## config.mk

```make
export PLATFORM = sky130hd
export DESIGN_NAME = param_fifo
export DESIGN_NICKNAME = d
export VERILOG_FILES = /design/src/rtl/param_fifo.sv
export SDC_FILE = /design/constraint.sdc
export NUM_CORES = 1
export LEC_CHECK = 0
export BUFFER_PORTS_ARGS = -buffer_cell sky130_fd_sc_hd__buf_4
export CORE_MARGIN = 1
export CORE_UTILIZATION = 35
export CTS_CLUSTER_SIZE = 30
export DETAILED_ROUTE_END_ITERATION = 12
export PLACE_DENSITY = 0.49
export SETUP_SLACK_MARGIN = 0.02
export SLEW_MARGIN = 40
export SYNTH_ARGS = -nofsm -noshare
export SYNTH_HDL_FRONTEND = slang
export SYNTH_SLANG_ARGS = --single-unit
```

## constraint.sdc

```tcl
create_clock -name clk -period 4 [get_ports clk]
set_input_delay 0 -clock clk [delete_from_list [all_inputs] [get_ports clk]]
set_output_delay 0 -clock clk [all_outputs]
set_load 0.05 [all_outputs]
```

## src/rtl/param_fifo.sv

```systemverilog
// Synchronous single-clock FIFO with threshold flags, error pulses,
// sticky error flags and selectable standard / first-word-fall-through read.
module param_fifo #(
  parameter int WIDTH     = 8,
  parameter int DEPTH     = 16,
  parameter int AF_THRESH = DEPTH - 2,
  parameter int AE_THRESH = 2,
  parameter int FWFT      = 0
) (
  input  logic                     clk,
  input  logic                     rst,
  input  logic                     write_enable,
  input  logic                     read_enable,
  input  logic [WIDTH-1:0]         data_in,
  input  logic                     clear_err,
  output logic [WIDTH-1:0]         data_out,
  output logic                     full,
  output logic                     empty,
  output logic                     almost_full,
  output logic                     almost_empty,
  output logic [$clog2(DEPTH):0]   count,
  output logic                     overflow,
  output logic                     underflow,
  output logic                     overrun,
  output logic                     underrun
);

  localparam int AW = $clog2(DEPTH);
  localparam int CW = AW + 1;

  logic [WIDTH-1:0] mem_q [DEPTH];

  logic [AW-1:0]    wr_ptr_q, wr_ptr_d;
  logic [AW-1:0]    rd_ptr_q, rd_ptr_d;
  logic [CW-1:0]    count_q, count_d;
  logic [WIDTH-1:0] dout_q, dout_d;
  logic             ovf_q, ovf_d;
  logic             udf_q, udf_d;
  logic             ovr_q, ovr_d;
  logic             udr_q, udr_d;

  logic             wr_ok;
  logic             rd_ok;
  logic [CW-1:0]    remain;

  assign full         = (count_q == CW'(DEPTH));
  assign empty        = (count_q == '0);
  assign almost_full  = (count_q >= CW'(AF_THRESH));
  assign almost_empty = (count_q <= CW'(AE_THRESH));

  assign rd_ok = read_enable && !empty;
  assign wr_ok = write_enable && (!full || rd_ok);

  always_comb begin
    wr_ptr_d = wr_ptr_q;
    rd_ptr_d = rd_ptr_q;
    count_d  = count_q;
    if (wr_ok) begin
      wr_ptr_d = wr_ptr_q + 1'b1;
    end
    if (rd_ok) begin
      rd_ptr_d = rd_ptr_q + 1'b1;
    end
    case ({wr_ok, rd_ok})
      2'b10:   count_d = count_q + 1'b1;
      2'b01:   count_d = count_q - 1'b1;
      default: count_d = count_q;
    endcase
  end

  // Entries left after this cycle's read, before this cycle's write lands
  assign remain = count_q - {{AW{1'b0}}, rd_ok};

  always_comb begin
    dout_d = dout_q;
    if (FWFT != 0) begin
      if (count_d == '0) begin
        dout_d = dout_q;
      end else if (remain == '0) begin
        dout_d = data_in;
      end else begin
        dout_d = mem_q[rd_ptr_d];
      end
    end else if (rd_ok) begin
      dout_d = mem_q[rd_ptr_q];
    end
  end

  always_comb begin
    ovf_d = write_enable && full && !rd_ok;
    udf_d = read_enable && empty;
    ovr_d = ovf_d || (ovr_q && !clear_err);
    udr_d = udf_d || (udr_q && !clear_err);
  end

  always_ff @(posedge clk) begin
    if (wr_ok) begin
      mem_q[wr_ptr_q] <= data_in;
    end
  end

  always_ff @(posedge clk or negedge rst) begin
    if (!rst) begin
      wr_ptr_q <= '0;
      rd_ptr_q <= '0;
      count_q  <= '0;
      dout_q   <= '0;
      ovf_q    <= 1'b0;
      udf_q    <= 1'b0;
      ovr_q    <= 1'b0;
      udr_q    <= 1'b0;
    end else begin
      wr_ptr_q <= wr_ptr_d;
      rd_ptr_q <= rd_ptr_d;
      count_q  <= count_d;
      dout_q   <= dout_d;
      ovf_q    <= ovf_d;
      udf_q    <= udf_d;
      ovr_q    <= ovr_d;
      udr_q    <= udr_d;
    end
  end

  assign data_out  = dout_q;
  assign count     = count_q;
  assign overflow  = ovf_q;
  assign underflow = udf_q;
  assign overrun   = ovr_q;
  assign underrun  = udr_q;

endmodule

```

==> results.json <==
{
  "p_seq_share_pct": 40.6,
  "antenna_left": 0,
  "outcome": "complete, no violations",
  "rsz0062_at_grt": "false",
  "grt_antenna_before_repair": 0,
  "synth_nets": 361,
  "critPathLaunch": "count[1]",
  "path_clk_slew_ns": 0.06,
  "ys_seq_area_share_pct": 71.4,
  "grt_max_degree": 34,
  "drive_gt1_share_pct": 31.8,
  "leakagePower_nw": 2.64,
  "io_buffers": 33,
  "worst_ep_required_time_ns": 4.30,
  "hold_class": "primary input to async pin",
  "critPathTopFamily": "simple AND/OR/NAND/NOR gates",
  "r2r-start": "count[1]",
  "ys_types": 42,
  "ys.flop_type": "edfxtp_1",
  "fin_cells": 628,
  "grtUsageMet1_pct": 20.8,
  "pwr-share-comb_pct": 30.7,
  "post-route-drc-count": 0,
  "drtPass1Iterations": 4,
  "path_max_fanout": 11,
  "routed_wl_mm": 12.6,
  "grt_util_met2_pct": 23.4,
  "pwr-share-clk_pct": 28.7,
  "tns_ns": 0,
  "numCtsBuffers": 17,
  "finalCriticalPeriod_ns": 3.47,
  "dp_cells": 586,
  "insertion_delay_ns": 0.42,
  "crit_path_start_kind": "flip-flop",
  "critical_path_class": "flip-flop to flip-flop",
  "final_nets": 414,
  "relSlewSlack_pct": 45.1,
  "p_int_mw": 3.66,
  "die_area_um2": 18400,
  "setup_viol": 0,
  "endpoint_kind": "flip-flop",
  "pre_cts_slack_ns": 0.537,
  "cts_setup_buffers": 0,
  "gp_congestion": 0.726,
  "hold_viol": 0,
  "diodes": 0,
  "grt-busiest-layer": "met2",
  "avgSynthCellArea_um2": 18.5,
  "initial_core_util_pct": 36.1,
  "placed_cell_area_um2": 6790,
  "fp.dieW_um": 136,
  "grt_pass1_vias": 3233,
  "synth_seq_cells": 153,
  "vdd_drop_max_mv": 0.424,
  "wl_per_cell_um": 20.0,
  "fin_crit_sh_pct": 86.8,
  "num_rows": 48,
  "htreeDepth": 4,
  "worst-path-buf-inv": 1,
  "arrival_ns": 3.77,
  "fin_area_um2": 7490,
  "viasPerCell": 4.98,
  "final_util_pct": 43.2,
  "syn_inst": 339,
  "path_cells": "or4_4, o21ai_2, inv_2, ha_1, xor2_1, ha_1, nor2b_1, o21ai_0, a21oi_1, nor4b_1",
  "netSwitchingFraction_pct": 33.5,
  "slew_violations": 0,
  "max_freq_mhz": 288,
  "dp_hpwl_mm": 7.78,
  "syn_area_um2": 6260,
  "drv_cap": 0,
  "use_met3_pct": 3.63,
  "area_delta_synth_final_pct": 19.7,
  "root_buffer": "clkbuf_16",
  "clock-sinks": 153,
  "synth_edf_count": 128,
  "finalWorstSetupSlack_ns": 0.530,
  "chipHeight_um": 136,
  "io_pins": 34,
  "vias": 3126,
  "whs_ns": 0.0378,
  "fin_total_pwr_mw": 5.51,
  "skew_ns": 0.00867,
  "p_sw_mw": 1.84,
  "slowest_delay_ns": 0.60,
  "clockBufferDepth": 2,
  "grt_usage_pct": 15.3,
  "cts_tree": "yes",
  "grt_pass1_wl_mm": 19.5,
  "crit_top_cell": "ha_1",
  "tightest_slew_ns": 0.824,
  "powerDensity_nw_per_um2": 735,
  "cp_slowest_cell": "or4_4",
  "core_area_um2": 17400,
  "overflow": 0,
  "drt_iter0_markers": 213,
  "async_flop_share_pct": 16.3,
  "yosys_warnings": 0
}
==> final timing paths <==
check	endpoint	slack [ns]	cells past startpoint
setup / recovery	count[4]	0.53	10
hold / removal	count[1]	0.04	2
setup reg to reg	count[4]	0.53	10
hold reg to reg	overrun	0.47	1
max in group asynchronous	rd_ptr_q[2]	3.67	2
min in group clk	wr_ptr_q[0]	0.04	4
==> flip-flops by register name (all words and copies together), names as in the netlist <==
name	flops
mem_q	128
wr_ptr_q	4
underrun	1
overrun	1
underflow	1
data_out	8
overflow	1
count	5
rd_ptr_q	4
==> cell usage in the layout (no fill, tap or decap), types with 4 or more instances in the layout <==
cell type / count
edfxtp_1: 128
nor2_2: 10
dfrtp_1: 24
nor3_1: 5
mux4_2: 32
inv_1: 9
buf_4: 40
nor2_1: 7
clkbuf_16: 17
o21ai_0: 4
ha_1: 9
nand2_1: 24
o221ai_2: 8
dlygate4sd3_1: 12
mux2i_1: 16
xnor2_1: 6
==> Yosys cell counts (3+ instances only) <==
cell type / count / area [µm²]
xnor2_1: 6 / 52.6
inv_1: 9 / 33.8
o21ai_0: 4 / 20.0
edfxtp_1: 128 / 3840
dfrtp_1: 25 / 626
buf_2: 9 / 45.0
o221ai_2: 8 / 120
a21oi_1: 3 / 15.0
mux4_2: 32 / 721
nand2b_1: 3 / 18.8
nand2_1: 24 / 90.1
nor2_1: 17 / 63.8
nor3_1: 6 / 30.0
ha_1: 9 / 113
mux2i_1: 16 / 160
nor2b_1: 3 / 18.8
clkbuf_1: 6 / 22.5
xor2_1: 3 / 26.3
==> cell type report <==
class	count	area (µm²)
Clock inverter	13	154
Inverter	10	37.5
Sequential cell	153	4470
Tap cell	225	282
Timing Repair Buffer	53	440
Multi-Input combinational cell	157	1680
Clock buffer	17	425
Fill cell	1564	9870
==> worst reg2reg max path, cell delays in order, from the launching register on <==
cell     delay [ns]
dfrtp_1        0.50
or4_4          0.60
o21ai_2        0.46
inv_2          0.20
ha_1           0.37
xor2_1         0.19
ha_1           0.23
nor2b_1        0.13
o21ai_0        0.24
a21oi_1        0.11
nor4b_1        0.32
==> power by group through the flow <==
stage	registers [mW]	logic, mW	clock network [mW]
global placement	2.27	1.69	0
CTS	2.25	1.73	1.62
finish	2.24	1.69	1.58
global route	2.28	1.83	1.67
floorplan	2.33	1.14	0
detailed placement	2.28	1.72	0
==> cell families (layout without fill, tap and decap cells) <==
logic type                 after synthesis  count (layout)  synth area share, %
xor gates and xnor gates                 9               9                 1.26
DFF                                    153             153                 71.4
and+or+nand+nor                         65              65                 5.08
buffers and inverters                   29              93                 2.30
AOI/OAI and AO/OA                       25              25                 3.90
adders and majority gates                9               9                 1.80
muxes                                   49              49                 14.3
==> per-layer routing <==
| metal | wire length [µm] | vias to the layer above |
|---|---|---|
| li1 | - | 1439 |
| met1 | 5820 | 1620 |
| met2 | 6060 | 53 |
| met3 | 517 | 14 |
| met4 | 196 | 0 |
| met5 | 0 | - |
==> timing repair <==
item,CTS,global route
resized for setup,0,0
hold buffers,12,0
hold endpoints to repair,157,0
Note: power is estimated with default switching activity, not from simulation.
